**src/rtl/fetch_pkg.sv**
```systemverilog
// +--------------------------------------------------------------------------+
// | Module   : fetch_pkg                                                     |
// | Brief    : Shared types and constants for the instruction-fetch stage.  |
// | Revision : 1.0 - initial release                                         |
// +--------------------------------------------------------------------------+
`default_nettype none

package fetch_pkg;

    typedef enum logic [1:0] {
        FETCH  = 2'd0,
        IMM    = 2'd1,
        HALTED = 2'd2
    } fetch_state_t;

    // Bit of the first word that marks a two-word (long) instruction
    localparam int         LONG_BIT = 15;
    localparam logic [4:0] HALT_OPC = 5'b00001;

endpackage

`default_nettype wire

```
**src/rtl/fetch_pc_unit.sv**
```systemverilog
// +--------------------------------------------------------------------------+
// | Module   : fetch_pc_unit                                                 |
// | Brief    : Program counter register with hold / +1 / redirect / reset.   |
// | Revision : 1.0 - initial release                                         |
// +--------------------------------------------------------------------------+
`default_nettype none

module fetch_pc_unit #(
    parameter int                ADDR_W   = 20,
    parameter logic [ADDR_W-1:0] RESET_PC = 20'h00020
) (
    input  logic              clk,
    input  logic              rst,
    input  logic              i_redirect,
    input  logic [ADDR_W-1:0] i_redirect_addr,
    input  logic              i_advance,
    output logic [ADDR_W-1:0] o_pc
);

    logic [ADDR_W-1:0] r_pc;

    // Increment wraps naturally at 2^ADDR_W
    always_ff @(posedge clk) begin
        if (rst) begin
            r_pc <= RESET_PC;
        end else if (i_redirect) begin
            r_pc <= i_redirect_addr;
        end else if (i_advance) begin
            r_pc <= r_pc + 1'b1;
        end
    end

    assign o_pc = r_pc;

endmodule

`default_nettype wire

```
**src/rtl/fetch_sequencer.sv**
```systemverilog
// +--------------------------------------------------------------------------+
// | Module   : fetch_sequencer                                               |
// | Brief    : Fetch-stage sequencer assembling 16/32-bit instructions.      |
// |            Optional halt support enabled by macro FETCH_HALT_EN.         |
// | Revision : 1.0 - initial release                                         |
// +--------------------------------------------------------------------------+
`default_nettype none

module fetch_sequencer
    import fetch_pkg::*;
#(
    parameter int                ADDR_W   = 20,
    parameter logic [ADDR_W-1:0] RESET_PC = 20'h00020
) (
    input  logic              clk,
    input  logic              rst,
    input  logic              stall,
    input  logic              redirect_valid,
    input  logic [ADDR_W-1:0] redirect_addr,
    input  logic [15:0]       imem_data,
    output logic [ADDR_W-1:0] imem_addr,
    output logic              imem_rd,
    output logic [31:0]       instr,
    output logic              instr_valid,
    output logic [ADDR_W-1:0] instr_pc,
    output logic              halted
);

    fetch_state_t      r_state, w_state_nxt;
    logic [15:0]       r_w0, w_w0_nxt;
    logic [ADDR_W-1:0] r_w0_pc, w_w0_pc_nxt;
    logic [31:0]       r_instr, w_instr_nxt;
    logic [ADDR_W-1:0] r_instr_pc, w_instr_pc_nxt;
    logic              r_instr_valid, w_instr_valid_nxt;
    logic              w_advance;
    logic [ADDR_W-1:0] w_pc;

    fetch_pc_unit #(
        .ADDR_W   (ADDR_W),
        .RESET_PC (RESET_PC)
    ) u_pc (
        .clk             (clk),
        .rst             (rst),
        .i_redirect      (redirect_valid),
        .i_redirect_addr (redirect_addr),
        .i_advance       (w_advance),
        .o_pc            (w_pc)
    );

    always_ff @(posedge clk) begin
        if (rst) begin
            r_state       <= FETCH;
            r_w0          <= '0;
            r_w0_pc       <= '0;
            r_instr       <= '0;
            r_instr_pc    <= '0;
            r_instr_valid <= 1'b0;
        end else begin
            r_state       <= w_state_nxt;
            r_w0          <= w_w0_nxt;
            r_w0_pc       <= w_w0_pc_nxt;
            r_instr       <= w_instr_nxt;
            r_instr_pc    <= w_instr_pc_nxt;
            r_instr_valid <= w_instr_valid_nxt;
        end
    end

    always_comb begin
        w_state_nxt       = r_state;
        w_w0_nxt          = r_w0;
        w_w0_pc_nxt       = r_w0_pc;
        w_instr_nxt       = r_instr;
        w_instr_pc_nxt    = r_instr_pc;
        w_instr_valid_nxt = r_instr_valid;
        w_advance         = 1'b0;

        if (redirect_valid) begin
            w_state_nxt       = FETCH;
            w_instr_valid_nxt = 1'b0;
        end else if (!stall) begin
            case (r_state)
                FETCH: begin
                    w_advance = 1'b1;
                    w_w0_nxt  = imem_data;
                    if (imem_data[LONG_BIT]) begin
                        w_w0_pc_nxt       = w_pc;
                        w_instr_valid_nxt = 1'b0;
                        w_state_nxt       = IMM;
                    end else begin
                        w_instr_nxt       = {imem_data, 16'h0000};
                        w_instr_pc_nxt    = w_pc;
                        w_instr_valid_nxt = 1'b1;
`ifdef FETCH_HALT_EN
                        if (imem_data[15:11] == HALT_OPC) begin
                            w_state_nxt = HALTED;
                        end
`endif
                    end
                end
                IMM: begin
                    w_advance         = 1'b1;
                    w_instr_nxt       = {r_w0, imem_data};
                    w_instr_pc_nxt    = r_w0_pc;
                    w_instr_valid_nxt = 1'b1;
                    w_state_nxt       = FETCH;
                end
                HALTED: begin
                    w_instr_valid_nxt = 1'b0;
                end
                default: begin
                    w_state_nxt = FETCH;
                end
            endcase
        end
    end

    assign imem_addr   = w_pc;
    assign imem_rd     = !stall && (r_state != HALTED);
    assign instr       = r_instr;
    assign instr_pc    = r_instr_pc;
    assign instr_valid = r_instr_valid;

`ifdef FETCH_HALT_EN
    assign halted = (r_state == HALTED);
`else
    assign halted = 1'b0;
`endif

endmodule

`default_nettype wire

```
**config.mk**
```make
export PLATFORM = sky130hd
export DESIGN_NAME = fetch_sequencer
export DESIGN_NICKNAME = d
export VERILOG_FILES = /design/src/rtl/fetch_pkg.sv /design/src/rtl/fetch_pc_unit.sv /design/src/rtl/fetch_sequencer.sv
export SDC_FILE = /design/constraint.sdc
export NUM_CORES = 1
export LEC_CHECK = 0
export ABC_AREA = 0
export CORE_ASPECT_RATIO = 1.5
export CORE_MARGIN = 5
export CORE_UTILIZATION = 53
export DETAILED_ROUTE_END_ITERATION = 12
export HOLD_SLACK_MARGIN = 0.05
export PLACE_DENSITY = 0.85
export SLEW_MARGIN = 20
export SYNTH_ARGS = -nofsm -noshare
export SYNTH_HDL_FRONTEND = slang
export SYNTH_SLANG_ARGS = --single-unit
```
**constraint.sdc**
```tcl
create_clock -name clk -period 2.63 [get_ports clk]
set_input_delay 0.526 -clock clk [delete_from_list [all_inputs] [get_ports clk]]
set_output_delay 0.526 -clock clk [all_outputs]
set_load 0.05 [all_outputs]
```
==> results of run 1 <==
[cells in the final DEF (no fill, tap or decap), drive strengths merged, types with 2 or more instances in the layout]
| master | netlist | layout |
|---|---|---|
| inv | 6 | 9 |
| nor4 | 7 | 7 |
| nor2 | 71 | 71 |
| nor3 | 12 | 12 |
| clkdlybuf4s50 | 0 | 111 |
| a211oi | 42 | 42 |
| xor2 | 2 | 2 |
| buf | 17 | 14 |
| nand4b | 3 | 3 |
| a21oi | 39 | 39 |
| o211ai | 2 | 2 |
| o2111a | 2 | 2 |
| o21ai | 3 | 3 |
| clkbuf | 29 | 10 |
| nor2b | 4 | 4 |
| nand3 | 8 | 8 |
| o211a | 3 | 3 |
| mux2i | 39 | 39 |
| and3 | 3 | 3 |
| nand2 | 82 | 82 |
| a31oi | 2 | 2 |
| nand4 | 4 | 4 |
| or3 | 2 | 2 |
| nand2b | 2 | 2 |
| xnor2 | 8 | 8 |
| clkinv | 0 | 2 |
| dfxtp | 110 | 110 |
| a2111oi | 2 | 2 |
| a22oi | 16 | 16 |
[routing by layer]
metal / vias up / share of wire [%] / track usage, %
met3: 25 / 5.7 / 4.44
met2: 131 / 54 / 40.1
li1: 2051 / - / -
met4: 0 / 2.8 / 10.7
met5: - / 0 / 0
met1: 1979 / 38 / 24.1
[sequential cells by signal, summed over array words and instances (netlist names)]
| name | cells |
|---|---|
| instr | 32 |
| instr_pc | 20 |
| r_w0_pc | 20 |
| r_w0 | 16 |
| r_state | 1 |
| instr_valid | 1 |
| u_pc.o_pc | 20 |
[where the power goes]
group | leakage (uW) | switching (uW) | internal (uW)
registers | 0.000899 | 77.7 | 1740
logic | 0.00105 | 398 | 241
clock network | 0.000142 | 641 | 686
total | 0.00209 | 1120 | 2660
[through the flow]
step	hold slack [ns]	setup slack, ns
global placement	0.441	0.351
floorplan	0.436	0.508
global route	0.470	0.304
finish	0.455	0.330
detailed placement	0.446	0.299
CTS	0.457	0.327
[area by class of cell]
type | count | area (um2) | share of cell area, %
clock buffer | 10 | 239 | 3.88
clock inverter | 6 | 53.8 | 0.872
inverter | 6 | 22.5 | 0.365
multi-input combinational | 370 | 2260 | 36.6
sequential | 110 | 2200 | 35.7
tap | 110 | 138 | 2.23
timing repair buffer | 125 | 1250 | 20.3
[cells in the mapped netlist, types with 2 or more instances]
master    count
nand2b_1      2
and3_1        3
dfxtp_1     110
buf_1         3
xor2_1        2
nor2b_1       4
nor4_4        2
a22oi_1      16
nand4_1       4
a31oi_1       2
xnor2_1       8
nand2_1      82
a211oi_1     41
o211ai_1      2
nand3_1       6
mux2i_1      39
buf_2        11
nor3_1       11
o2111a_1      2
nor2_1       71
clkbuf_2      2
nor4_2        3
a21oi_1      39
inv_1         6
nand4b_1      3
or3_1         2
nand3_4       2
nor4_1        2
clkbuf_1     22
clkbuf_8      5
buf_6         2
o21ai_0       3
o211a_1       3
[cell families (layout without fill, tap and decap cells)]
group                    Yosys count  after routing  share of synthesized area [%]
AND/OR/NAND/NOR                  204            204                           20.4
AO/OA/AOI/OAI                    114            114                           16.4
flip-flops                       110            110                           46.5
buffers and inverters             52            147                           5.92
multiplexers                      40             40                           8.49
XOR/XNOR                          10             10                           1.85
adder cells (fa/ha/maj)            1              1                          0.264
other                              1              1                         0.0793
[worst paths after layout]
check,startpoint,endpoint,slack (ns),cells after the start
setup / recovery,u_pc.o_pc[13],imem_addr[13],0.33,1
hold / removal,r_w0_pc[7],r_w0_pc[7],0.45,2
setup reg to reg,u_pc.o_pc[0],u_pc.o_pc[16],0.72,5
hold reg to reg,r_w0_pc[7],r_w0_pc[7],0.45,2
==> results.toml, run 1 <==
[critical_path]
crit_path_end_kind = "output pin"
path_delay_family = "buffers and inverters"
path_class = "flip-flop to output pin"
arrival_ns = 1.77
worstPathMaxFanout = 9
start_kind = "flip-flop"
crit_required_ns = 2.10
slowest_stage = "clkdlybuf4s50_1"
crit_chain = "clkdlybuf4s50_1"
max_stage_delay_ns = 0.88
cp_num_buf_inv = 1

[outcome]
outcome = "completed"

[clock_network]
cts_buffers = 9
cts_sinks = 110
post_cts_buffers = 0
clock_latency_ns = 0.35
cts_tree = "built"
cts_buffer_depth = 2
cts_root_buffer = "clkbuf_16"
ctsResizeCount = 0
cts_hold_buf = 0
h-tree-depth = 3
clk_pin_slew_worst_paths_ns = 0.08

[run]
cap_violations = 0

[logic_synthesis]
seq_area_frac_synth_pct = 46.5
yosysTopAreaCell = "dfxtp_1"
synth.area.top_cells = "dfxtp_1, mux2i_1, a211oi_1"
yosys_most_used_dff = "dfxtp_1"
ys_ff_latch = 110
synth_edf_count = 0
yosys.area.top_type_share_pct = 46.5
ys_types = 50
syn_nets = 573
yosysWarnings = 0
syn_avg_cell_area_um2 = 8.89
synthCells = 532
synth-async-reset-ratio_pct = 0
synth_area_um2 = 4730

[placement]
post-place-cells = 721
gp_congestion = 0.860
dpl_cell_area_um2 = 5870
hpwl_um = 8660
io_buffer_count = 113

[sta]
fmax_ghz = 0.435
setup_viol = 0
post-route-period-util_pct = 87.4
clock_skew_ns = 0.00921
relSlewSlack_pct = 60.3
final_max_slew_viol_count = 0
tightest_slew_ns = 0.595
hold_viol_final = 0
fin_crit_ns = 2.30
rsz0062_at_grt = "false"
tns_ns = 0

[cells_and_area]
instances_no_fill = 737
fin_area_um2 = 6170
drive_gt1_share_pct = 6.86
antenna-diode-count = 0
layout.nets = 663
fillCellCount = 680
final_util_pct = 70.3
synthToLayoutAreaGrowth_pct = 30.4

[die]
core_area_um2 = 8780
pin_count = 115
die_y_um = 126
dieWidth_um = 87.1
row_count = 42
initial_core_util_pct = 53.9
die-area_um2 = 11000

[routing]
avgViaCountPerCell = 5.68
drtIter0Drc = 299
routed_wl_um = 12200
drc = 0
antenna_left = 0
route.detailed.wl_per_inst_um = 16.6
num_vias = 4186
drt_first_pass_iters = 5

[pwr]
leakage_uw = 0.00209
ir_drop_mv = 0.472
power_uw = 3780
p_per_area_nw_per_um2 = 613

[grt]
track_usage_pct = 22.2
grt_pass1_vias = 4001
grt_max_degree = 102
antenna_found_initial = 0
grt_overflow = 0
grt_pass1_wl_um = 19400

[hold_path]
hold_path_class = "flip-flop to flip-flop"
(Power assumes the default switching activity.)
==> run 2, diff against run 1 <==
--- a/config.mk
+++ b/config.mk
@@ -12,6 +12,7 @@
 export DETAILED_ROUTE_END_ITERATION = 12
 export HOLD_SLACK_MARGIN = 0.05
 export PLACE_DENSITY = 0.85
+export SETUP_SLACK_MARGIN = 0.15
 export SLEW_MARGIN = 20
 export SYNTH_ARGS = -nofsm -noshare
 export SYNTH_HDL_FRONTEND = slang
==> results of run 2 <==
Final layout, timing and power as in run 1 (identical DEF).
==> run 3, diff against run 2 <==
--- a/config.mk
+++ b/config.mk
@@ -9,6 +9,7 @@
 export CORE_ASPECT_RATIO = 1.5
 export CORE_MARGIN = 5
 export CORE_UTILIZATION = 53
+export CTS_BUF_LIST = sky130_fd_sc_hd__clkbuf_16
 export DETAILED_ROUTE_END_ITERATION = 12
 export HOLD_SLACK_MARGIN = 0.05
 export PLACE_DENSITY = 0.85
==> run 3 against run 2 <==
Compared with the run above: clock power about the same; sequential power about the same; die area unchanged; global-route usage about the same; register-to-register slack about the same; clock skew increased by 0.0010 ns; via count decreased by 1.1%; final area decreased by 0.16%; critical path depth unchanged.
==> results.toml, run 3 (synthesized netlist as in run 1, its figures left out) <==
[critical_path]
start_kind = "flip-flop"
arrival_ns = 1.78
path_delay_family = "buffers and inverters"
r2r_cells = 5
cp_num_buf_inv = 1
max_stage_delay_ns = 0.88
path_class = "flip-flop to output pin"
crit_required_ns = 2.10
worstPathMaxFanout = 9
crit_chain = "clkdlybuf4s50_1"
critical_path_depth = 1
slowest_stage = "clkdlybuf4s50_1"
crit_path_end_kind = "output pin"

[routing]
route.detailed.wl_per_inst_um = 16.7
drt_first_pass_iters = 4
avgViaCountPerCell = 5.61
num_vias = 4138
drc = 0
drtIter0Drc = 307
routed_wl_um = 12300
antenna_left = 0

[die]
core_area_um2 = 8780
pin_count = 115
dieWidth_um = 87.1
initial_core_util_pct = 53.9
row_count = 42
die-area_um2 = 11000
die_y_um = 126

[clock_network]
cts_buffer_depth = 2
cts_buffers = 9
cts_sinks = 110
cts_root_buffer = "clkbuf_16"
cts_tree = "built"
h-tree-depth = 3
clock_latency_ns = 0.36
post_cts_buffers = 0
cts_hold_buf = 0
ctsResizeCount = 0
clk_pin_slew_worst_paths_ns = 0.07

[cells_and_area]
largest_reg_flops = 32
antenna-diode-count = 0
final_common_cell = "clkdlybuf4s50_1"
drive_gt1_share_pct = 6.70
synthToLayoutAreaGrowth_pct = 30.2
fillCellCount = 683
final_cell_mix = "clkdlybuf4s50_1, dfxtp_1, nand2_1"
layout.nets = 663

[placement]
io_buffer_count = 113
hpwl_um = 8660
gp_congestion = 0.860

[hold_path]
min_path_cells = 2
hold_path_class = "flip-flop to flip-flop"

[run]
cap_violations = 0

[sta]
rsz0062_at_grt = "false"
fin_crit_ns = 2.31
tns_ns = 0
fmax_ghz = 0.434
post-route-period-util_pct = 87.7
final_max_slew_viol_count = 0
relSlewSlack_pct = 56.8
hold_viol_final = 0
tightest_slew_ns = 0.648
clock_skew_ns = 0.0103
setup_viol = 0

[grt]
grt_pass1_vias = 4012
grt_max_degree = 102
grt_overflow = 0
antenna_found_initial = 0
grt_pass1_wl_um = 19400
track_usage_pct = 22.2

[pwr]
ir_drop_mv = 0.476
p_per_area_nw_per_um2 = 609
leakage_uw = 0.00209
power_uw = 3750

[outcome]
outcome = "completed"
## run 3: metal layers
layer,wire length [um],up-vias,global-route usage [%]
met1,4600,1941,24.2
met4,325,0,10.7
met5,0,-,0
li1,-,2049,-
met2,6620,126,40.2
met3,739,22,4.44
## run 3: power breakdown
part	leakage (uW)	internal [uW]	switching, uW
sequential	0.000899	1740	77.1
clock	0.000136	656	642
combinational	0.00105	241	398
## run 3: path summary, 6_finish.rpt
| kind | from | endpoint | slack [ns] |
|---|---|---|---|
| worst max-delay path | u_pc.o_pc[13] | imem_addr[13] | 0.32 |
| worst min-delay path | r_w0_pc[7] | r_w0_pc[7] | 0.45 |
| worst max register to register | u_pc.o_pc[0] | u_pc.o_pc[16] | 0.71 |
| worst min register to register | r_w0_pc[7] | r_w0_pc[7] | 0.45 |
## run 3: layout make-up
type	instances	area [um2]	area share (%)
Timing Repair Buffer	125	1250	20.3
Clock inverter	7	57.6	0.935
Inverter	6	22.5	0.366
Clock buffer	9	225	3.66
Multi-Input combinational cell	370	2260	36.7
Sequential cell	110	2200	35.8
Tap cell	110	138	2.24
## run 3: worst min-delay path: stages (launching register included)
cell	delay, ns
dfxtp_1	0.31
nand2_1	0.05
a21oi_1	0.05
## run 3: metrics by stage
| stage | hold slack, ns | cell area, um2 | utilization (%) | cells | worst slack, ns |
|---|---|---|---|---|---|
| after global routing | 0.473 | 6160 | 70.2 | 737 | 0.304 |
| after detailed placement | 0.446 | 5870 | 66.9 | 721 | 0.299 |
| after CTS | 0.457 | 6160 | 70.2 | 737 | 0.327 |
| after floorplan | 0.436 | 4730 | - | 532 | 0.508 |
| final | 0.455 | 6160 | 70.2 | 737 | 0.325 |
| after global placement | 0.441 | 5870 | 66.9 | 721 | 0.351 |
